## src/rtl/regress_sample_streamer_if.sv

```systemverilog
// Sample write port for regress_sample_streamer.
// master: upstream drives in_valid/in_x/in_y; slave: streamer drives in_ready.
interface regress_sample_streamer_if #(
  parameter int XW = 3,
  parameter int YW = 3
);
  logic          in_valid;
  logic          in_ready;
  logic [XW-1:0] in_x;
  logic [YW-1:0] in_y;

  modport master (
    output in_valid,
    output in_x,
    output in_y,
    input  in_ready
  );

  modport slave (
    input  in_valid,
    input  in_x,
    input  in_y,
    output in_ready
  );
endinterface

```

## src/rtl/regress_sample_streamer.sv

```systemverilog
// Streams frame_len buffered (x,y) samples as (xi, xi*xi, yi) beats.
// Ports: clk, rst, s (sample port), go, frame_len, start/xi/xi2/yi/last, busy, done.
module regress_sample_streamer #(
  parameter int XW    = 3,
  parameter int YW    = 3,
  parameter int DEPTH = 8,
  parameter int CW    = 8
) (
  input  logic                  clk,
  input  logic                  rst,
  regress_sample_streamer_if.slave s,
  input  logic                  go,
  input  logic [CW-1:0]         frame_len,
  output logic                  start,
  output logic [XW-1:0]         xi,
  output logic [2*XW-1:0]       xi2,
  output logic [YW-1:0]         yi,
  output logic                  last,
  output logic                  busy,
  output logic                  done
);

  localparam int AW = $clog2(DEPTH);
  localparam logic [AW:0] FULL_CNT = (AW+1)'(DEPTH);

  typedef enum logic [1:0] {
    IDLE,
    STREAM,
    FIN
  } state_t;

  state_t state, state_n;

  logic [XW+YW-1:0] mem [DEPTH];
  logic [AW-1:0]    wr_ptr;
  logic [AW-1:0]    rd_ptr;
  logic [AW:0]      count;
  logic [CW-1:0]    remaining;

  logic full;
  logic empty;
  logic push;
  logic pop;
  logic final_pop;

  logic [XW+YW-1:0] rd_data;
  logic [XW-1:0]    rd_x;
  logic [YW-1:0]    rd_y;
  logic [2*XW-1:0]  rd_x_ext;

  assign full       = (count == FULL_CNT);
  assign empty      = (count == '0);
  assign s.in_ready = !full;
  assign push       = s.in_valid && !full;
  assign final_pop  = pop && (remaining == CW'(1));

  assign rd_data  = mem[rd_ptr];
  assign rd_x     = rd_data[XW+YW-1:YW];
  assign rd_y     = rd_data[YW-1:0];
  assign rd_x_ext = {{XW{1'b0}}, rd_x};

  always_ff @(posedge clk) begin
    if (push) mem[wr_ptr] <= {s.in_x, s.in_y};
  end

  always_ff @(posedge clk or posedge rst) begin
    if (rst) begin
      wr_ptr <= '0;
      rd_ptr <= '0;
      count  <= '0;
    end else begin
      if (push) wr_ptr <= wr_ptr + AW'(1);
      if (pop)  rd_ptr <= rd_ptr + AW'(1);
      unique case ({push, pop})
        2'b10:   count <= count + (AW+1)'(1);
        2'b01:   count <= count - (AW+1)'(1);
        default: count <= count;
      endcase
    end
  end

  always_ff @(posedge clk or posedge rst) begin
    if (rst) state <= IDLE;
    else     state <= state_n;
  end

  always_comb begin
    state_n = state;
    unique case (state)
      IDLE:    if (go && frame_len != '0) state_n = STREAM;
      STREAM:  if (final_pop) state_n = FIN;
      FIN:     state_n = IDLE;
      default: state_n = IDLE;
    endcase
  end

  always_comb begin
    busy = (state != IDLE);
    pop  = (state == STREAM) && !empty;
  end

  // go is only honoured in IDLE, so a go while busy never reloads the count
  always_ff @(posedge clk or posedge rst) begin
    if (rst) begin
      remaining <= '0;
    end else if (state == IDLE && go) begin
      remaining <= frame_len;
    end else if (pop) begin
      remaining <= remaining - CW'(1);
    end
  end

  always_ff @(posedge clk or posedge rst) begin
    if (rst) begin
      start <= 1'b0;
      xi    <= '0;
      xi2   <= '0;
      yi    <= '0;
      last  <= 1'b0;
      done  <= 1'b0;
    end else begin
      start <= pop;
      last  <= final_pop;
      xi    <= pop ? rd_x : '0;
      xi2   <= pop ? rd_x_ext * rd_x_ext : '0;
      yi    <= pop ? rd_y : '0;
      done  <= (state == FIN) ||
               (state == IDLE && go && frame_len == '0);
    end
  end

endmodule

```

## src/flat_wrapper.sv

```systemverilog
// flat-port wrapper written by rule: the top's interface ports become plain ports
module regress_sample_streamer_flat 
#(
  parameter int XW    = 3,
  parameter int YW    = 3,
  parameter int DEPTH = 8,
  parameter int CW    = 8
)
  (clk, rst, go, frame_len, start, xi, xi2, yi, last, busy, done, s_in_valid, s_in_x, s_in_y, s_in_ready);
  regress_sample_streamer_if #(.XW(XW), .YW(YW)) s_i ();
  input  logic clk;
  input  logic rst;
  input  logic go;
  input  logic [CW-1:0] frame_len;
  output logic start;
  output logic [XW-1:0] xi;
  output logic [2*XW-1:0] xi2;
  output logic [YW-1:0] yi;
  output logic last;
  output logic busy;
  output logic done;
  input wire logic [$bits(s_i.in_valid)-1:0] s_in_valid;
  input wire logic [$bits(s_i.in_x)-1:0] s_in_x;
  input wire logic [$bits(s_i.in_y)-1:0] s_in_y;
  output wire logic [$bits(s_i.in_ready)-1:0] s_in_ready;
  assign s_i.in_valid = s_in_valid;
  assign s_i.in_x = s_in_x;
  assign s_i.in_y = s_in_y;
  assign s_in_ready = s_i.in_ready;
  regress_sample_streamer #(.XW(XW), .YW(YW), .DEPTH(DEPTH), .CW(CW)) u_core (.clk(clk), .rst(rst), .s(s_i), .go(go), .frame_len(frame_len), .start(start), .xi(xi), .xi2(xi2), .yi(yi), .last(last), .busy(busy), .done(done));
endmodule
```

## config.mk

```make
export PLATFORM = sky130hd
export DESIGN_NAME = regress_sample_streamer_flat
export DESIGN_NICKNAME = d
export VERILOG_FILES = /design/src/rtl/regress_sample_streamer_if.sv /design/src/rtl/regress_sample_streamer.sv /design/src/flat_wrapper.sv
export SDC_FILE = /design/constraint.sdc
export NUM_CORES = 1
export LEC_CHECK = 0
export ABC_AREA = 0
export BUFFER_PORTS_ARGS = -buffer_cell sky130_fd_sc_hd__buf_2
export CAP_MARGIN = 20
export CORE_MARGIN = 2
export CORE_UTILIZATION = 40
export CTS_BUF_LIST = sky130_fd_sc_hd__clkbuf_16
export DETAILED_ROUTE_END_ITERATION = 10
export GPL_TIMING_DRIVEN = 0
export PLACE_DENSITY_LB_ADDON = 0.25
export SLEW_MARGIN = 40
export SYNTH_ARGS = -nofsm -noshare
export SYNTH_HDL_FRONTEND = slang
export SYNTH_SLANG_ARGS = --single-unit
```

## constraint.sdc

```tcl
create_clock -name clk -period 5.7 [get_ports clk]
set_input_delay 1.14 -clock clk [delete_from_list [all_inputs] [get_ports clk]]
set_output_delay 1.14 -clock clk [all_outputs]
set_load 0.03 [all_outputs]
```

==> run_results.csv, run 1 <==
group,metric,value,unit
yosys,ys_warn_count,0,
yosys,avgSynthCellArea,14.75,um^2
yosys,synth-seq-area-share,0.6542,
yosys,synth_cells,235,
finish,mostFrequentLayoutCell,"edfxtp_1",
power,ir_drop,0.0001724,V
worst_setup_path,critPathCaptureType,"output pin",
drt,wire_per_inst,16.36,um
placed_design,port_buffers,33,
timing,slew_headroom,0.4442,
cts,cts_root_buffer,"clkbuf_16",
finish,areaGrowthSynthToFinish,17.11,%
yosys,yosys-top-cells-area,"edfxtp_1, dfrtp_1, mux4_2",
timing,skew,0.007724,ns
timing,min_period,2.907,ns
finish,fin_nets,305,
flow_run,drv_cap,0,
cts,cts_inserted_buffers,9,
drt,drt_iter0_drc,84,
floorplanning,dieArea,9426,um^2
floorplanning,io_pins,35,
timing,max_freq,344.0,MHz
drt,route.detailed.drc,0,
drt,drtAntennaViolNets,0,
cts,cts_tree,"built",
worst_setup_path,crit_type,"flop to output pin",
floorplanning,start_util,0.4176,
yosys,yosys_register_bits,81,
global_routing,overflow,0,
status,status,"completed",
worst_setup_path,path_cells,"or4b_2, buf_2",
floorplanning,core-area,8299,um^2
placed_design,gp_congestion,0.7851,
global_routing,grt_busiest_layer,"met2",
yosys,ys_dominant_reg_cell,"edfxtp_1",
timing,hold_viol_final,0,
timing,worst_pin_slew,0.8307,ns
placed_design,hpwlAfterDp,4384,um
worst_setup_path,cp_max_fo,7,
global_routing,first_global_vias,2026,
worst_setup_path,required,4.56,ns
global_routing,grt_max_degree,34,
worst_setup_path,startpoint_type,"flop",
cts,cts_buffer_depth,2,
floorplanning,die_w,97.09,um
cts,clk_pin_slew_worst_paths,0.06,ns
worst_setup_path,max_stage_delay,0.77,ns
cts,cts_hold_buf,0,
yosys,ys_types,49,
yosys,netlist_area,3466,um^2
yosys,async_flop_share,0.4074,
timing,fin_tns_setup,0,ns
cts,cts.sinks,81,
worst_setup_path,crit_slowest_cell,"or4b_2",
cts,cts_max_level,3,
worst_hold_path,min_path_type,"flop to flop",
cts,clock_latency,0.33,ns
yosys,syn_nets,261,
timing,whs,0.5102,ns
finish,layout_common_cells,"edfxtp_1, buf_2, dfrtp_1",
timing,fin_crit_sh,0.5100,
finish,drive_above_1_share,0.2887,
global_routing,use_met1,0.1811,
power,p_leak,1.601,nW
drt,vias_per_cell,5.206,
global_routing,grt_usage,0.1422,
worst_setup_path,crit_buf_inv,1,
yosys,yosysTopAreaCell,"edfxtp_1",
floorplanning,die_h,97.09,um
cts,cts_resized,0,
finish,multiInputGateArea,1122,um^2
cts,cts_setup_buffers,0,
finish,antenna_cells,0,
drt,totalWireLength,6365,um
yosys,synth-edff-count,48,
global_routing,met2_usage,0.2366,
timing,setup_viol_count_final,0,
worst_setup_path,cp.arrival,1.77,ns
worst_setup_path,critPathTopFamily,"simple AND/OR/NAND/NOR gates",
timing,finalMaxSlewViolations,0,
drt,dr.pass1.iters,5,
floorplanning,rows,33,
finish,fillerInstances,723,
yosys,synth_top_area_frac,0.4159,
global_routing,antenna_found_initial,0,
finish,layout.area.seq,2267,um^2
global_routing,use_met3,0.02662,
power,cellPowerDensity,581.3,nW/um^2
timing,rsz0062_at_grt,"no",
drt,vias,2025,
global_routing,grt_first_pass_wirelength,10370,um
==> final timing paths <==
check	depth (start not counted)	to	slack, ns	start
min in group asynchronous	2	u_core.count[0]$_DFFE_PP0P_	0.91	rst
max	2	s_in_ready	2.79	u_core.count[0]$_DFFE_PP0P_
min	1	u_core.count[3]$_DFFE_PP0P_	0.51	u_core.count[3]$_DFFE_PP0P_
max reg2reg	11	u_core.count[2]$_DFFE_PP0P_	3.03	u_core.count[0]$_DFFE_PP0P_
min reg2reg	1	u_core.count[3]$_DFFE_PP0P_	0.51	u_core.count[3]$_DFFE_PP0P_
max in group asynchronous	2	u_core.xi2[4]$_DFF_PP0_	4.34	rst
==> cell type report <==
type	instances	area share
tap	105	0.03237
clock buffer	9	0.05549
timing repair buffer	33	0.04069
sequential	81	0.5586
clock inverter	7	0.01387
buffer	10	0.01695
multi-input combinational	138	0.2765
inverter	6	0.005549
==> kinds of logic (layout without fill, tap and decap cells) <==
group	after synthesis	in the layout	synth area share
compound gates	25	25	0.05127
xor+xnor	8	8	0.02021
fa+ha+maj	8	8	0.02888
buf+inv	16	65	0.02635
flops	81	81	0.6542
mux	22	22	0.1004
other cells	1	1	0.001082
simple gates	74	74	0.1177
==> power breakdown <==
part | switching, mW | leakage [nW] | total, mW | internal, mW
sequential | 0.0926 | 0.840 | 0.883 | 0.791
combinational | 0.545 | 0.625 | 0.943 | 0.398
clock | 0.234 | 0.135 | 0.533 | 0.299
==> metal layers <==
metal / wire (um) / up-vias
met4: 116 / 0
met2: 3126 / 45
met1: 2845 / 995
met3: 276 / 10
li1: - / 975
met5: 0 / -
==> synth_stat cells, types with 2 or more instances <==
master     n
nand3b_1   3
a21oi_1    4
or2_2      2
ha_1       8
edfxtp_1  48
nor3b_1    2
xnor2_1    4
or4_1      2
mux2_2     2
or3_1      2
nand4_1    2
nor2_1    20
nand3_1    5
mux4_2    10
buf_6      2
dfrtp_1   33
o211ai_1   3
buf_2      4
inv_1      6
nor4_1     4
nor3_1     5
mux2i_1   10
nand2_1   12
nand2b_1   5
o21ai_1    2
buf_4      3
xor2_1     4
a221o_1    4
o21ai_0    4
==> sequential cells by signal, summed over array words and instances (netlist names) <==
| name | flops |
|---|---|
| u_core.remaining | 8 |
| u_core.yi | 3 |
| u_core.last | 1 |
| u_core.xi2 | 4 |
| u_core.mem | 48 |
| u_core.count | 4 |
| u_core.done | 1 |
| u_core.state | 2 |
| u_core.wr_ptr | 3 |
| u_core.start | 1 |
| u_core.rd_ptr | 3 |
| u_core.xi | 3 |
==> metrics by stage <==
stage          instance area (um^2)  power (mW)  std cells  setup slack (ns)    util
2_1_floorplan                  3466       1.612        235             3.179       -
3_3_place_gp                   3762       1.823        373             2.720  0.4533
3_5_place_dp                   3777       1.849        373             2.964  0.4551
4_1_cts                        4059       2.388        389             2.781  0.4891
5_1_grt                        4059       2.519        389             2.742  0.4891
6_report                       4059       2.359        389             2.793  0.4891
No activity file was read; power rests on OpenSTA's default activity.
==> run 2: changes to the inputs <==
Clock period 5.7 ns to 2.4 ns, I/O delays scaled along.
==> run 2 against run 1 <==
Setup slack worse by 2.8 ns. Critical path type is now flop to flop. Worst hold slack worse by 0.33 ns. Cell area is 4.3% higher. Combinational power rose to 2.7 times the previous value. Sequential share of layout area decreased by 2.2 points. Routed wire length grew 6.3%. Critical endpoint is now u_core.count[2]$_DFFE_PP0P_. Non-clock buffer count increased by 7.
==> run_results.csv, run 2 (same netlist as run 1, synthesis figures left out) <==
group,metric,value,unit
status,status,"completed",
flow_run,drv_cap,0,
drt,totalWireLength,6768,um
global_routing,overflow,0,
timing,skew,0.005837,ns
finish,fin_nets,312,
power,switchingPower,2.242,mW
finish,fillerInstances,640,
power,pwr-share-clk,0.248,
worst_setup_path,reg2reg_depth,11,
drt,wire_per_inst,17.09,um
floorplanning,dieArea,9426,um^2
worst_setup_path,cp.arrival,2.60,ns
drt,drtAntennaViolNets,0,
worst_setup_path,startpoint_type,"flop",
finish,drive_above_1_share,0.3471,
finish,mostFrequentLayoutCell,"edfxtp_1",
timing,hold_viol_final,0,
cts,cts_root_buffer,"clkbuf_16",
worst_setup_path,rrSetupSlack,0.02,ns
finish,largest_reg_flops,48,
placed_design,numPlacedInstances,373,
placed_design,gp_congestion,0.8038,
cts,cts_buffer_depth,2,
power,pwr-share-comb,0.416,
worst_setup_path,reg2reg_to,"u_core.count[2]$_DFFE_PP0P_",
floorplanning,die_h,97.09,um
timing,setup_viol_count_final,0,
floorplanning,die_w,97.09,um
finish,areaGrowthSynthToFinish,22.09,%
drt,vias,2112,
floorplanning,io_pins,35,
cts,clock_latency,0.34,ns
floorplanning,core-area,8299,um^2
global_routing,grt_first_pass_wirelength,11120,um
floorplanning,rows,33,
worst_setup_path,r2r-start,"u_core.count[1]$_DFFE_PP0P_",
timing,fin_crit_sh,0.9922,
worst_setup_path,required,2.62,ns
cts,cts.sinks,81,
drt,vias_per_cell,5.333,
power,cellPowerDensity,1459,nW/um^2
timing,rsz0062_at_grt,"yes",
timing,worst_pin_slew,0.7114,ns
finish,top_register,"u_core.mem",
global_routing,grt_max_degree,34,
global_routing,grt_usage,0.1530,
placed_design,hpwlAfterDp,4427,um
finish,utilization,0.5099,
timing,slew_headroom,0.5240,
timing,fin_tns_setup,0,ns
power,pwr-share-seq,0.337,
timing,finalMaxSlewViolations,0,
worst_setup_path,critPathCaptureType,"flop",
finish,antenna_cells,0,
finish,largestRegisters,"u_core.mem (48), u_core.remaining (8)",
power,switching_share,0.3630,
worst_setup_path,cp_max_fo,7,
placed_design,port_buffers,33,
cts,cts_max_level,3,
cts,cts_tree,"built",
timing,min_period,2.381,ns
cts,cts_inserted_buffers,9,
floorplanning,start_util,0.4176,
drt,dr.pass1.iters,4,
power,power,6.175,mW
timing,max_freq,419.9,MHz
cts,clk_pin_slew_worst_paths,0.06,ns
cts,cts_hold_buf,0,
global_routing,antenna_found_initial,0,
worst_hold_path,min_path_type,"input port to asynchronous set/reset pin",
finish,layout_common_cells,"edfxtp_1, buf_2, dfrtp_1",
global_routing,first_global_vias,2158,
power,p_leak,1.660,nW
finish,final_cells,396,
power,ir_drop,0.0005363,V
drt,drt_iter0_drc,98,
drt,route.detailed.drc,0,
power,p_int,3.933,mW
worst_setup_path,crit_type,"flop to flop",
run 2: worst max path at each step:
stage / start / end / slack (ns) / cells past startpoint
final: u_core.count[1]$_DFFE_PP0P_ / u_core.count[2]$_DFFE_PP0P_ / 0.02 / 11
after global routing: u_core.count[1]$_DFFE_PP0P_ / u_core.count[2]$_DFFE_PP0P_ / -0.07 / 11
after CTS: u_core.count[2]$_DFFE_PP0P_ / u_core.count[2]$_DFFE_PP0P_ / 0.01 / 10
after detailed placement: u_core.count[0]$_DFFE_PP0P_ / u_core.count[2]$_DFFE_PP0P_ / -0.21 / 11
after global placement: u_core.count[0]$_DFFE_PP0P_ / u_core.count[2]$_DFFE_PP0P_ / -0.17 / 11
after floorplan: u_core.count[1]$_DFFE_PP0P_ / u_core.count[2]$_DFFE_PP0P_ / 0.0005 / 12
run 2: stage by stage:
| step | hold WS, ns | setup WS (ns) | instance area [um^2] |
|---|---|---|---|
| after CTS | 0.2791 | 0.01308 | 4170 |
| after floorplan | 0.4666 | 0.0004934 | 3482 |
| after detailed placement | 0.5081 | -0.2068 | 3794 |
| after global routing | 0.2385 | -0.07373 | 4232 |
| final | 0.1794 | 0.01865 | 4232 |
| after global placement | 0.4916 | -0.1675 | 3779 |
run 2: area by class of cell:
type                    count  area, um^2  share of cell area
flip-flops and latches     81        2270              0.5364
multi-input cells         138        1175              0.2776
clock buffers               9       225.2             0.05322
repair buffers             41       225.2             0.05322
well taps                 105       131.4             0.03105
clock inverters             7       113.9             0.02691
plain buffers               9       63.81             0.01508
inverters                   6       27.53            0.006505
run 2: power by group through the flow:
stage / Clock (mW) / Combinational, mW / Sequential, mW
2_1_floorplan: 0 / 1.62 / 2.23
3_3_place_gp: 0 / 2.25 / 2.10
3_5_place_dp: 0 / 2.31 / 2.12
4_1_cts: 1.56 / 2.44 / 2.08
5_1_grt: 1.62 / 2.80 / 2.12
6_report: 1.53 / 2.57 / 2.08
run 2: worst max-delay path, stage by stage, from the launching register on:
cell and delay (ns):
dfrtp_1 0.38, buf_6 0.13, or4_4 0.58, nand2_8 0.09, clkinvlp_4 0.13, ha_4 0.18
xor2_1 0.13, ha_2 0.17, a21oi_2 0.11, xor2_1 0.15, nor2_1 0.07, xor2_1 0.13
run 2: layer usage:
| layer | vias up | global-route usage | wire (um) |
|---|---|---|---|
| met1 | 1068 | 0.1926 | 3016 |
| li1 | 989 | - | - |
| met5 | - | 0 | 0 |
| met3 | 11 | 0.03813 | 277 |
| met4 | 0 | 0.07151 | 114 |
| met2 | 44 | 0.2495 | 3358 |
run 2: timing repair:
item                       4_1_cts  5_1_grt
setup endpoints to repair        3        3
pin swaps                        2        6
setup buffers                    4        4
hold endpoints to repair         0        0
resized for setup                6        8
==> run 3: changes to the inputs <==
Settings changed: CORE_ASPECT_RATIO set to 0.8, SLEW_MARGIN 40 to 20.
==> run 3 against run 2 <==
Largest power group unchanged. Via count decreased by 3.4%. Critical path type unchanged. Total power increased by 0.51%. Register-to-register slack improved by 0.02 ns. Routed wire length decreased by 1.4%.
==> run_results.csv, run 3 (same netlist as run 1, synthesis figures left out) <==
group,metric,value,unit
worst_hold_path,min_path_type,"input port to asynchronous set/reset pin",
global_routing,grt_max_degree,34,
cts,cts.sinks,81,
drt,route.detailed.drc,0,
worst_setup_path,critPathCaptureType,"flop",
cts,cts_root_buffer,"clkbuf_16",
cts,clock_latency,0.33,ns
finish,largestRegisters,"u_core.mem (48), u_core.remaining (8)",
floorplanning,die_h,87.26,um
finish,largest_reg_flops,48,
worst_setup_path,crit_type,"flop to flop",
global_routing,antenna_found_initial,0,
drt,wire_per_inst,16.60,um
finish,drive_above_1_share,0.3310,
worst_setup_path,cp_max_fo,6,
finish,antenna_cells,0,
timing,worst_pin_slew,0.9228,ns
worst_setup_path,startpoint_type,"flop",
drt,drtAntennaViolNets,0,
finish,top_register,"u_core.mem",
flow_run,drv_cap,0,
power,power,6.206,mW
timing,slew_headroom,0.3835,
timing,hold_viol_final,0,
power,cellPowerDensity,1459,nW/um^2
drt,drt-met1-wl,3346,um
drt,totalWireLength,6675,um
floorplanning,die_w,108.1,um
timing,skew,0.004656,ns
finish,final_cells,402,
drt,dr.max_layer_used,"met4",
finish,fillerInstances,711,
timing,rsz0062_at_grt,"yes",
global_routing,grt_usage,0.1572,
floorplanning,start_util,0.4104,
global_routing,grt_first_pass_wirelength,10860,um
drt,vias_per_cell,5.077,
cts,cts_buffer_depth,2,
global_routing,first_global_vias,2008,
power,p_leak,1.675,nW
floorplanning,io_pins,35,
worst_setup_path,required,2.61,ns
global_routing,overflow,0,
finish,layout_common_cells,"edfxtp_1, buf_2, dfrtp_1",
worst_setup_path,cp.arrival,2.57,ns
cts,cts_inserted_buffers,9,
floorplanning,rows,30,
cts,clk_pin_slew_worst_paths,0.06,ns
cts,cts_tree,"built",
timing,min_period,2.359,ns
status,status,"completed",
drt,vias,2041,
drt,dr.pass1.iters,4,
timing,setup_viol_count_final,0,
timing,fin_tns_setup,0,ns
floorplanning,dieArea,9430,um^2
placed_design,hpwlAfterDp,4368,um
placed_design,gp_congestion,0.8124,
finish,fin_nets,311,
drt,drt_iter0_drc,109,
drt,dr_wl_met3,256,um
finish,mostFrequentLayoutCell,"edfxtp_1",
cts,cts_max_level,3,
finish,areaGrowthSynthToFinish,22.71,%
timing,fin_crit_sh,0.9829,
timing,max_freq,423.9,MHz
power,ir_drop,0.0006808,V
placed_design,numPlacedInstances,380,
timing,finalMaxSlewViolations,0,
placed_design,port_buffers,33,
floorplanning,core-area,8446,um^2
drt,wl_met2,2974,um
[run 3: changes by cell type in the layout (fill, tap and decap cells not counted), sizes merged]
cell    before  now
clkbuf      11   12
buf         48   49
clkinv       4    1
[run 3: per-stage QoR]
stage          worst slack (ns)  area (um^2)  utilization  hold slack [ns]
2_1_floorplan         0.0004934         3482            -           0.4666
3_3_place_gp            -0.1659         3787       0.4484           0.4925
3_5_place_dp            -0.1815         3797       0.4496           0.5040
4_1_cts                0.001679         4193       0.4964           0.2952
5_1_grt                -0.06990         4253       0.5036           0.3268
6_report                0.04108         4253       0.5036           0.2662
[run 3: repair_timing]
action / CTS / global route
gates resized for setup: 5 / 5
pin swaps: 3 / 6
hold buffers: 0 / 0
cloned: 0 / 0
setup endpoints to repair: 3 / 4
setup buffers: 3 / 5
[run 3: layer usage]
layer | GRT usage | vias up
met5 | 0 | -
met4 | 0.05944 | 0
met3 | 0.04114 | 11
met2 | 0.2247 | 39
met1 | 0.2305 | 1004
li1 | - | 987
[run 3: report_power, final]
part	total, mW	internal, mW	switching, mW	leakage (nW)
Clock	1.61	1.09	0.516	0.185
Sequential	2.12	1.88	0.236	0.839
Combinational	2.48	1.09	1.39	0.651
Total	6.21	4.06	2.14	1.68
[run 3: path summary, 6_finish.rpt]
path / startpoint / to / slack (ns) / cells past startpoint
hold / removal: rst / u_core.wr_ptr[1]$_DFFE_PP0P_ / 0.27 / 2
setup / recovery: u_core.count[1]$_DFFE_PP0P_ / u_core.count[2]$_DFFE_PP0P_ / 0.04 / 11
min in group clk: frame_len[1] / u_core.remaining[1]$_DFFE_PP0P_ / 0.38 / 3
setup reg to reg: u_core.count[1]$_DFFE_PP0P_ / u_core.count[2]$_DFFE_PP0P_ / 0.04 / 11
hold reg to reg: u_core.state[0]$_DFFE_PP0P_ / u_core.done$_DFF_PP0_ / 0.51 / 1
max in group asynchronous: rst / u_core.count[0]$_DFFE_PP0P_ / 1.63 / 2
[run 3: cell type report]
| type | count | area [um^2] | area share |
|---|---|---|---|
| Inverter | 6 | 26.28 | 0.006178 |
| Buffer | 8 | 56.30 | 0.01324 |
| Sequential cell | 81 | 2268 | 0.5334 |
| Tap cell | 112 | 140.1 | 0.03295 |
| Multi-Input combinational cell | 138 | 1167 | 0.2745 |
| Timing Repair Buffer | 41 | 225.2 | 0.05296 |
| Clock inverter | 4 | 68.82 | 0.01618 |
| Clock buffer | 12 | 300.3 | 0.07061 |
[run 3: worst max-delay path: stages, from the launching register on]
cell	delay, ns
dfrtp_1	0.37
buf_6	0.13
or4_4	0.57
nand2_8	0.10
clkinvlp_4	0.12
ha_4	0.18
xor2_1	0.14
ha_2	0.17
a21oi_2	0.11
xor2_1	0.15
nor2_1	0.07
xor2_1	0.13
